===== src/rtl/shift_req_sequencer.sv =====
// Two-requester right-shift sequencer: round-robin grant, then the request's
// amount is applied in passes of at most STEP_MAX bits until a result is offered.
module shift_req_sequencer #(
    parameter int WIDTH    = 8,
    parameter int AMT_W    = 3,
    parameter int STEP_MAX = 3
) (
    input  logic             clk,
    input  logic             rst,
    input  logic             req0_valid,
    output logic             req0_ready,
    input  logic [WIDTH-1:0] req0_data,
    input  logic [AMT_W-1:0] req0_amt,
    input  logic             req1_valid,
    output logic             req1_ready,
    input  logic [WIDTH-1:0] req1_data,
    input  logic [AMT_W-1:0] req1_amt,
    output logic             res_valid,
    input  logic             res_ready,
    output logic [WIDTH-1:0] res_data,
    output logic             res_id,
    output logic [AMT_W-1:0] res_passes,
    output logic             busy
);

    typedef enum logic [1:0] {IDLE, SHIFT, DONE} state_t;

    typedef struct packed {
        logic [WIDTH-1:0] data;
        logic [AMT_W-1:0] amt;
        logic             id;
    } req_t;

    state_t           state, state_n;
    logic [WIDTH-1:0] work;
    logic [AMT_W-1:0] remaining;
    logic [AMT_W-1:0] passes;
    logic [AMT_W-1:0] step;
    logic [WIDTH-1:0] shifted;
    logic             id_q;
    logic             last_grant;
    logic             gnt0, gnt1;
    logic             accept;
    req_t             win;

    // On contention the requester that did not win last time is served.
    always_comb begin
        gnt1 = req1_valid && (!req0_valid || !last_grant);
        gnt0 = req0_valid && !gnt1;
    end

    assign req0_ready = (state == IDLE) && !rst && gnt0;
    assign req1_ready = (state == IDLE) && !rst && gnt1;
    assign accept     = req0_ready || req1_ready;

    always_comb begin
        if (gnt1) win = '{data: req1_data, amt: req1_amt, id: 1'b1};
        else      win = '{data: req0_data, amt: req0_amt, id: 1'b0};
    end

    // Per-pass amount; when STEP_MAX exceeds the amount range the clamp never fires.
    always_comb begin
        if (int'(remaining) < STEP_MAX) step = remaining;
        else                            step = AMT_W'(STEP_MAX);
    end

    always_comb begin
        shifted = work;
        for (int s = 1; s <= STEP_MAX; s++) begin
            if (int'(step) == s) shifted = work >> s;
        end
    end

    always_comb begin
        state_n = state;
        case (state)
            IDLE:  if (accept) state_n = (win.amt == '0) ? DONE : SHIFT;
            SHIFT: if (remaining == step) state_n = DONE;
            DONE:  if (res_ready) state_n = IDLE;
            default: state_n = IDLE;
        endcase
    end

    always_ff @(posedge clk) begin
        if (rst) begin
            state      <= IDLE;
            work       <= '0;
            remaining  <= '0;
            passes     <= '0;
            id_q       <= 1'b0;
            last_grant <= 1'b1;
        end else begin
            state <= state_n;
            if (state == IDLE && accept) begin
                work       <= win.data;
                remaining  <= win.amt;
                passes     <= '0;
                id_q       <= win.id;
                last_grant <= win.id;
            end else if (state == SHIFT) begin
                work      <= shifted;
                remaining <= remaining - step;
                passes    <= passes + AMT_W'(1);
            end
        end
    end

    assign res_valid  = (state == DONE);
    assign res_data   = work;
    assign res_id     = id_q;
    assign res_passes = passes;
    assign busy       = (state != IDLE);

endmodule


===== config.mk =====
export PLATFORM = sky130hd
export DESIGN_NAME = shift_req_sequencer
export DESIGN_NICKNAME = d
export VERILOG_FILES = /design/src/rtl/shift_req_sequencer.sv
export SDC_FILE = /design/constraint.sdc
export NUM_CORES = 1
export LEC_CHECK = 0
export CORE_UTILIZATION = 45
export DETAILED_ROUTE_END_ITERATION = 8
export PLACE_DENSITY_LB_ADDON = 0.08
export SETUP_SLACK_MARGIN = 0.1
export SLEW_MARGIN = 40
export SYNTH_ARGS = -nofsm -noshare
export SYNTH_HDL_FRONTEND = slang
export SYNTH_SLANG_ARGS = --single-unit

===== constraint.sdc =====
create_clock -name clk -period 1.9 [get_ports clk]
set_input_delay 0.285 -clock clk [delete_from_list [all_inputs] [get_ports clk]]
set_output_delay 0.285 -clock clk [all_outputs]
set_load 0.02 [all_outputs]

==> results.sh <==
export IMPL_cp_required_ns=1.62
export IMPL_grt_pass1_wl_um=5000
export IMPL_async_flop_share=0
export IMPL_cts_sinks=18
export IMPL_fin_skew_ns=0.00295
export IMPL_area_growth_pct=41.0
export IMPL_peakVddDrop_mv=0.580
export IMPL_fin_nets=218
export IMPL_ys_seq_area_frac=0.295
export IMPL_synth_ff_type="dfxtp_1"
export IMPL_crit_reg2reg_launch="remaining[2]"
export IMPL_gp_congestion=0.860
export IMPL_hold_path_class="reg -> reg"
export IMPL_p_leak_nw=0.644
export IMPL_viasPerCell=5.70
export IMPL_drtPass1Iterations=4
export IMPL_drive_above_1_share=0.186
export IMPL_dp_cells=214
export IMPL_track_usage=0.233
export IMPL_syn_area_um2=1220
export IMPL_setup_viol=0
export IMPL_place_ws_ns=-0.127
export IMPL_syn_inst=141
export IMPL_cts_reportedPaths_clkPinSlew_ns=0.11
export IMPL_slowest_stage="clkdlybuf4s50_1"
export IMPL_finalPower_mw=1.21
export IMPL_dieHeight_um=54.1
export IMPL_setup_slack_ns=0.185
export IMPL_fillers=230
export IMPL_cp_max_fo=7
export IMPL_ant_nets=0
export IMPL_cp_start_kind="flop"
export IMPL_n_antenna_cell=0
export IMPL_port_buffers=42
export IMPL_critPathCaptureType="output port"
export IMPL_die_x_um=54.1
export IMPL_io_pins=43
export IMPL_dieArea_um2=2930
export IMPL_yosysUniqueCellTypes=43
export IMPL_crit_family="buffers and inverters"
export IMPL_dr_total_vias=1242
export IMPL_htreeDepth=1
export IMPL_ys_ff_latch=18
export IMPL_cts_buffers=3
export IMPL_hpwl_um=2220
export IMPL_post_cts_buffers=0
export IMPL_drt_initial_drc_count=48
export IMPL_drc=0
export IMPL_slew_headroom=0.659
export IMPL_max_cap_violations=0
export IMPL_r2r_slack_ns=0.29
export IMPL_wl_per_cell_um=13.6
export IMPL_crit_start="state[1]"
export IMPL_rsz0062_at_grt="false"
export IMPL_cts_tree="built"
export IMPL_gr_total_overflow=0
export IMPL_synth_edff_count=0
export IMPL_antenna_found_initial=0
export IMPL_cp_cell_sequence="nor2_2 -> inv_1 -> clkdlybuf4s50_1"
export IMPL_crit_buf_inv=2
export IMPL_synthesis_nets=170
export IMPL_ys_warn_count=0
export IMPL_worstMarginPinSlew_ns=0.511
export IMPL_p_per_area_nw_per_um2=700
export IMPL_max_clock_freq_ghz=0.583
export IMPL_instances_no_fill=218
export IMPL_critPathArrivalTime_ns=1.43
export IMPL_grt_max_degree=20
export IMPL_fin_crit_sh=0.903
export IMPL_outcome="finished, final reports clean"
export IMPL_routed_wl_um=2970
export IMPL_clock_latency_ns=0.29
export IMPL_postCtsHoldBufs=0
export IMPL_crit_type="reg -> out"
export IMPL_max_stage_delay_ns=0.53
export IMPL_initial_core_util=0.485
export IMPL_clockBufferDepth=2
export IMPL_drv_slew=0
export IMPL_syn_avg_cell_area_um2=8.67
export IMPL_num_rows=18
export IMPL_grt_pass1_vias=1133
export IMPL_core_area_um2=2520
export IMPL_min_from="state[1]"
export IMPL_tns_ns=0
export IMPL_hold_violations=0
export IMPL_min_period_ns=1.72
export IMPL_clockRootBuffer="clkbuf_4"
export IMPL_utilization=0.684
Yosys cell counts (2+ instances only):
cell type | count | area, um^2
clkbuf_1 | 2 | 7.51
o211ai_1 | 2 | 15.0
nand3b_1 | 2 | 15.0
mux2i_1 | 9 | 90.1
nand2_1 | 10 | 37.5
nor2_1 | 19 | 71.3
dfxtp_1 | 18 | 360
a21oi_1 | 11 | 55.1
o221ai_1 | 4 | 35.0
a211o_1 | 2 | 17.5
buf_2 | 5 | 25.0
a211oi_1 | 4 | 30.0
inv_1 | 3 | 11.3
a22oi_1 | 2 | 15.0
mux2_2 | 4 | 45.0
o21ai_0 | 2 | 10.0
a31oi_1 | 2 | 12.5
nor2b_1 | 2 | 12.5
nand2b_1 | 3 | 18.8
nor3_1 | 8 | 40.0
ha_1 | 2 | 25.0
a221oi_2 | 4 | 60.1
worst paths after layout:
| path | depth (start not counted) | to |
|---|---|---|
| worst max-delay path | 3 | busy |
| worst min-delay path | 1 | state[0] |
| worst max register to register | 4 | remaining[2] |
| worst min register to register | 1 | state[0] |
layer usage:
metal	track usage	part of all wire	vias up
met5	0	0	-
met4	0.0342	0.0044	0
met3	0.0537	0.070	2
met2	0.378	0.51	45
met1	0.318	0.41	578
li1	-	-	617
layout by cell type, fill, tap and decap left out, drive strengths merged:
cell and n:
clkdlybuf4s50 39, nor2 19, dfxtp 18, a21oi 12, buf 11, nand2 11
mux2i 9, nor3 9, mux2 5, o221ai 4, a221oi 4, a211oi 4
nand2b 4, clkbuf 4, inv 3, nor2b 3, o21ai 3, a22oi 2
a211o 2, o211ai 2, a31oi 2, nand3b 2, ha 2, clkdlybuf4s15 2
a21boi 1, and2 1, nand4 1, and2b 1, a311oi 1, a2bb2oi 1
o21a 1, or3 1, xor2 1, xnor2 1, o311ai 1, dlygate4sd2 1
logic make-up after synthesis:
family                     count (synthesis)  share of synthesized area
and+or+nand+nor                           52                      0.215
muxes                                     14                      0.123
AOI/OAI and AO/OA                         40                      0.259
DFF                                       18                      0.295
xor gates and xnor gates                   2                     0.0143
adders and majority gates                  2                     0.0205
buffers and inverters                     13                     0.0737
through the flow:
step           hold WS [ns]  cell area [um^2]
6_report              0.516              1720
4_1_cts               0.498              1720
3_5_place_dp          0.497              1680
5_1_grt               0.533              1720
3_3_place_gp          0.488              1680
2_1_floorplan         0.475              1220
power breakdown:
part | leakage, nW | switching (mW) | internal, mW
registers | 0.149 | 0.0712 | 0.421
logic | 0.474 | 0.221 | 0.253
clock network | 0.0210 | 0.124 | 0.117
layout make-up:
class / count / area [um^2] / share of cell area
multi-input cells: 110 / 774 / 0.449
clock buffers: 4 / 36.3 / 0.0210
flip-flops and latches: 18 / 363 / 0.210
well taps: 30 / 37.5 / 0.0218
repair buffers: 53 / 502 / 0.291
inverters: 3 / 11.3 / 0.00653
timing repair:
| item | CTS | global route |
|---|---|---|
| setup endpoints to repair | 4 | 3 |
| gates resized for setup | 5 | 3 |
| gates cloned | 0 | 0 |
registers in the layout (all words and copies together), names as in the netlist:
register and count:
last_grant 1, state 2, res_id 1, res_passes 3
remaining 3, res_data 8
(Power assumes the default switching activity.)
==> RTL edit 1 (config.mk and constraints unchanged) <==
The parameter `AMT_W` goes from 3 to 6.
--- a/src/rtl/shift_req_sequencer.sv
+++ b/src/rtl/shift_req_sequencer.sv
@@ -4,3 +4,3 @@
     parameter int WIDTH    = 8,
-    parameter int AMT_W    = 3,
+    parameter int AMT_W    = 6,
     parameter int STEP_MAX = 3
Interface: changed (resized req0_amt, req1_amt and res_passes); port bits go from 43 to 52. The function was not compared with the original's and may differ.
==> RTL edit 1 against the original RTL <==
  * Clock skew decreased by 0.0020 ns
  * Total power is 140% higher
  * Via count increased by 34%
  * Synthesized cell count is 33% higher
  * Fmax is 5.5% lower
  * Global-route usage is 2.3 points higher
  * Synthesized area rose by 28%
  * Setup slack worse by 0.10 ns
  * Critical endpoint is now remaining[4]
  * Worst hold slack got worse by 0.017 ns
  * Design area rose by 34%
  * Critical path type is now flip-flop to flip-flop
  * Wire length up 47%
  * Largest cell class unchanged
  * Sequential cell count up 6
  * Register-to-register slack worse by 0.21 ns
==> RTL edit 1: results (changes against the original RTL) <==
| Metric | Value |
|---|---|
| DP HPWL | `3290 microns (+49%)` |
| Yosys Warn Count | `0 (unchanged)` |
| CP max stage cell | `or4_4` |
| Drt first pass iters | `4 (unchanged)` |
| Syn Nets | `223 (+31%)` |
| Cell family with most CP delay | `simple AND/OR/NAND/NOR gates` |
| Top Metal Used | `met4` |
| Non-Filler Instances | `298 (+37%)` |
| R2r setup slk | `0.08 ns (-0.21 ns)` |
| Dominant synthesized flop cell | `dfxtp_1` |
| Unique masters post-synth | `51 (+19%)` |
| Top post-synthesis cells by count | `dfxtp_1 (24), nor2_1 (19), nand2_1 (18), a211oi_1 (11), mux2i_1 (10)` |
| Met2 routed WL | `2230 microns (+46%)` |
| Crit path max fanout | `4 (-3)` |
| Vias per cell | `5.59 (-1.8%)` |
| Gr usage total | `0.257 (+0.0233)` |
| Final WL | `4380 microns (+47%)` |
| Leak | `0.879 nW (+37%)` |
| RePlAce Congestion | `0.866 (+0.62%)` |
| Max Clock Skew | `0.000911 ns (-0.00204 ns)` |
| R2R depth | `6 (+2)` |
| Hold path start | `res_passes[1]` |
| WL met3 | `187 microns (-11%)` |
| Placed Cells incl. Taps | `291 (+36%)` |
| Least-Margin Pin Slew | `0.435 ns (-0.0762 ns)` |
| Pin count of the biggest net entering global routing | `20 (unchanged)` |
| Ys async rst share | `0 (unchanged)` |
| Starting DRT DRC Count | `72 (+50%)` |
| Wl on met1 | `1880 microns (+54%)` |
| First-pass GRT wire length | `7030 microns (+41%)` |
| Cell Area, Placed | `2230 sq um (+33%)` |
| Clock transition at path regs | `0.14 ns (+0.03 ns)` |
| Critical path's largest stage delay | `0.47 ns (-0.06 ns)` |
| ANT cells | `0 (unchanged)` |
| Layout cells sized above 1 | `0.202 (+0.0162)` |
| Max reg flops | `8 (unchanged)` |
| Clk Tree Root Cell | `clkbuf_4` |
| H-tree depth | `1 (unchanged)` |
| Maximum vdd drop | `698 uV (+20%)` |
| Worst R2R End | `remaining[4]` |
| CP Data Arrival Time | `2.03 ns (+0.60 ns)` |
| Top post-synthesis cells by area | `dfxtp_1 (31%), mux2i_1 (6.4%), a211oi_1 (5.3%), nor2_1 (4.5%), nand2_1 (4.3%)` |
| Hold Crit Depth | `2 (+1)` |
| Post-Syn Instances | `188 (+33%)` |
| Initial antenna violation count | `0 (unchanged)` |
| Vias in the first global route | `1,605 (+42%)` |
| Port bufs | `51 (+21%)` |
| Seq/Total Area, Yosys | `0.306 (+0.0112)` |
| Clk Latency, worst-skew pair | `0.32 ns (+0.03 ns)` |
| Hold Path Sink | `res_passes[1]` |
| Outcome | `completed` |
-- RTL edit 1: changes by cell type in the layout (fill, tap and decap cells not counted), sizes merged, moves of 6 or more --
| cell | delta |
|---|---|
| nand3 | +6 |
| clkdlybuf4s50 | +8 |
| nand2 | +7 |
| buf | +12 |
| dfxtp | +6 |
| a211oi | +10 |
| a21oi | -6 |
-- RTL edit 1: tightest hold or removal path: cells and delay by family, from the launching register on --
family          cells  cell delay (ns)
simple gates        1             0.06
flops               1             0.36
compound gates      1             0.05
-- RTL edit 1: layout make-up --
class	count	area (sq um)
Timing Repair Buffer	74	681
Sequential cell	24	490
Multi-Input combinational cell	146	1030
Tap cell	46	57.6
Inverter	4	15.0
Clock buffer	4	36.3
Fill cell	290	1030
-- RTL edit 1: power by group --
part | internal [mW] | switching (mW) | total (mW) | leakage, nW
Sequential | 0.650 | 0.134 | 0.784 | 0.199
Clock | 0.117 | 0.162 | 0.279 | 0.0210
Combinational | 0.862 | 0.945 | 1.81 | 0.659
-- RTL edit 1: routing by layer --
layer  up-vias  GRT usage
li1        826          -
met1       786      0.312
met2        45      0.439
met3        10     0.0420
met4         0      0.127
met5         -          0
-- RTL edit 1: how the worst max path moves through the flow --
stage                         to  slack, ns          from  cells past startpoint
floorplan           remaining[4]    -0.0007  remaining[2]                      7
global placement      req0_ready      -0.06           rst                      5
detailed placement    req0_ready      -0.11           rst                      5
CTS                 remaining[4]       0.06  remaining[2]                      6
global route        remaining[4]       0.01  remaining[2]                      6
finish              remaining[4]       0.08  remaining[2]                      6
-- RTL edit 1: per-stage QoR --
stage / setup TNS (ns) / utilization / setup WS (ns) / hold slack [ns]
after floorplan: -0.000720 / - / -0.000720 / 0.459
after global placement: -0.117 / 0.670 / -0.0644 / 0.483
after detailed placement: -0.263 / 0.670 / -0.112 / 0.483
after CTS: 0 / 0.690 / 0.0608 / 0.504
after global routing: 0 / 0.691 / 0.0124 / 0.535
final: 0 / 0.691 / 0.0847 / 0.499
-- RTL edit 1: kinds of logic (layout without fill, tap and decap cells) --
| logic type | after synthesis | in the layout | share of synthesized area |
|---|---|---|---|
| AO/OA/AOI/OAI | 48 | 48 | 0.242 |
| XOR/XNOR | 6 | 6 | 0.0335 |
| adder cells (fa/ha/maj) | 2 | 2 | 0.0159 |
| buffers and inverters | 18 | 82 | 0.0550 |
| flip-flops | 24 | 24 | 0.306 |
| multiplexers | 12 | 12 | 0.0781 |
| AND/OR/NAND/NOR | 78 | 78 | 0.269 |
-- RTL edit 1: what timing repair did --
| item | in CTS | in global routing |
|---|---|---|
| buffers inserted | 3 | 0 |
| hold buffers | 0 | 0 |
| resized for setup | 9 | 3 |
| pin swaps | 4 | 6 |
| setup endpoints to repair | 6 | 7 |
==> RTL edit 2 (same settings) <==
Without the edit above. The 3 states of `state_t` get a one-hot encoding in 3 bits.
--- a/src/rtl/shift_req_sequencer.sv
+++ b/src/rtl/shift_req_sequencer.sv
@@ -25,3 +25,3 @@
 
-    typedef enum logic [1:0] {IDLE, SHIFT, DONE} state_t;
+    typedef enum logic [2:0] {IDLE = 3'b001, SHIFT = 3'b010, DONE = 3'b100} state_t;
 
Function: no difference found for any inputs over 10 cycles, from zero or initial values and one cycle with rst high; not proved beyond that.
==> RTL edit 2 against the original RTL <==
  * Synthesized cell count rose by 5.7%
  * Die area up 4.7%
  * Critical endpoint is now res_valid
  * Total power grew 8.1%
  * Synthesized area is 4.9% higher
  * Combinational power rose by 26%
  * Via count up 15%
  * Clock power is 8.7% lower
  * Design area rose by 11%
  * Cell count rose by 8.7%
  * Sequential cell count rose by 1
  * Non-clock buffer count increased by 12
  * Wire length grew 29%
  * Largest cell class unchanged
  * Setup slack lost 0.057 ns
==> RTL edit 2: results (changes against the original RTL) <==
| Metric | Value |
|---|---|
| Gr usage total | `0.248 (+0.0144)` |
| Top post-synthesis cells by area | `dfxtp_1 (30%), mux2i_1 (7.0%), a22oi_1 (4.1%), nand2_1 (4.1%), a32o_1 (3.9%)` |
| Logic inverters | `4 (+1)` |
| DP HPWL | `2860 microns (+29%)` |
| Slew Limit Headroom | `0.672 (+0.0126)` |
| Unique masters post-synth | `46 (+7.0%)` |
| Syn Nets | `178 (+4.7%)` |
| Num Clock Sinks | `19 (+1)` |
| Type of the worst min-delay path | `flip-flop to flip-flop` |
| Hold path start | `res_data[0]` |
| Met2 routed WL | `1920 microns (+26%)` |
| Reg2reg start | `state[2]` |
| NonClk Buf Share | `0.319 (+0.0282)` |
| Grt met2 use | `0.442 (+0.0643)` |
| H-tree depth | `1 (unchanged)` |
| Vias in the first global route | `1,369 (+21%)` |
| Placed Cells incl. Taps | `233 (+8.9%)` |
| Fill count | `216 (-6.1%)` |
| Power per cell area | `680 nW/um^2 (-2.9%)` |
| Top post-synthesis cells by count | `dfxtp_1 (19), nand2_1 (14), mux2i_1 (9), nor2_1 (8)` |
| Worst slack, placed | `-0.300 ns (-0.173 ns)` |
| Final nets | `237 (+8.7%)` |
| First-pass GRT wire length | `6110 microns (+22%)` |
| ANT cells | `0 (unchanged)` |
| Top Metal Used | `met4` |
| Max Clock Skew | `0.00286 ns (-0.0000937 ns)` |
| Drt first pass iters | `4 (unchanged)` |
| Total CTS buffers | `3 (unchanged)` |
| WL met3 | `252 microns (+21%)` |
| RePlAce Congestion | `0.795 (-7.6%)` |
| Vias per cell | `6.03 (+5.8%)` |
| Cell Area, Placed | `1880 sq um (+12%)` |
| Wl on met1 | `1650 microns (+35%)` |
| GR Layer Usage met3 | `0.0422 (-0.0115)` |
| Storage element area | `380 sq um (+4.8%)` |
| Multi-input logic area | `848 sq um (+9.5%)` |
| Max reg flops | `8 (unchanged)` |
| Multi-In Gates | `115 (+4.5%)` |
| Area Overhead vs Synth | `49.8%` |
| Sequential cell area share | `0.198 (-0.0124)` |
| # resized after CTS | `11 (+6)` |
| Seq/Total Area, Yosys | `0.297 (+0.00181)` |
| Clk pwr | `220 uW (-8.7%)` |
| Post-Syn Instances | `149 (+5.7%)` |
| Layout cells sized above 1 | `0.198 (+0.0119)` |
| Crit path max fanout | `5 (-2)` |
| Clk cell area share | `0.0137 (-0.00736)` |
| Maximum vdd drop | `504 uV (-13%)` |
| Reg power frac | `0.375 (-0.033)` |
| Maximum clock path buffer count | `2 (unchanged)` |
| Port bufs | `42 (unchanged)` |
| Outcome | `completed` |
| Clk Tree Root Cell | `clkbuf_4` |
| Met1 usage | `0.308 (-0.00986)` |
| Bufs w/o clock | `65 (+23%)` |
| Final WL | `3840 microns (+29%)` |
| Leak | `0.773 nW (+20%)` |
| Avg WL per Cell | `16.2 microns (+19%)` |
| Worst Setup SP | `state[2]` |
| Power Internal | `832 uW (+5.1%)` |
-- RTL edit 2: cell count changes in the layout (fill, tap and decap cells not counted), moves of 5 or more --
cell     delta
a32oi_1     +5
a32o_1      +5
nor2b_1     +5
nand3_1     +6
buf_4      +10
a21oi_1     -6
a22oi_1     +5
nor2_1     -11
-- RTL edit 2: path summary, 6_finish.rpt --
kind / endpoint / slack (ns) / cells after the start
max reg2reg: remaining[0] / 0.17 / 6
min reg2reg: res_data[0] / 0.51 / 1
min: res_data[0] / 0.51 / 1
max: res_valid / 0.13 / 3
-- RTL edit 2: critical path, stage by stage (launching register included) --
cell,delay (ns)
dfxtp_1,0.38
buf_4,0.17
nor3b_1,0.28
clkdlybuf4s15_1,0.35
-- RTL edit 2: logic make-up after synthesis --
logic type	share of synthesized area
and+or+nand+nor	0.247
AOI/OAI and AO/OA	0.286
DFF	0.297
buffers and inverters	0.0585
muxes	0.0790
xor gates and xnor gates	0.0137
adders and majority gates	0.0195
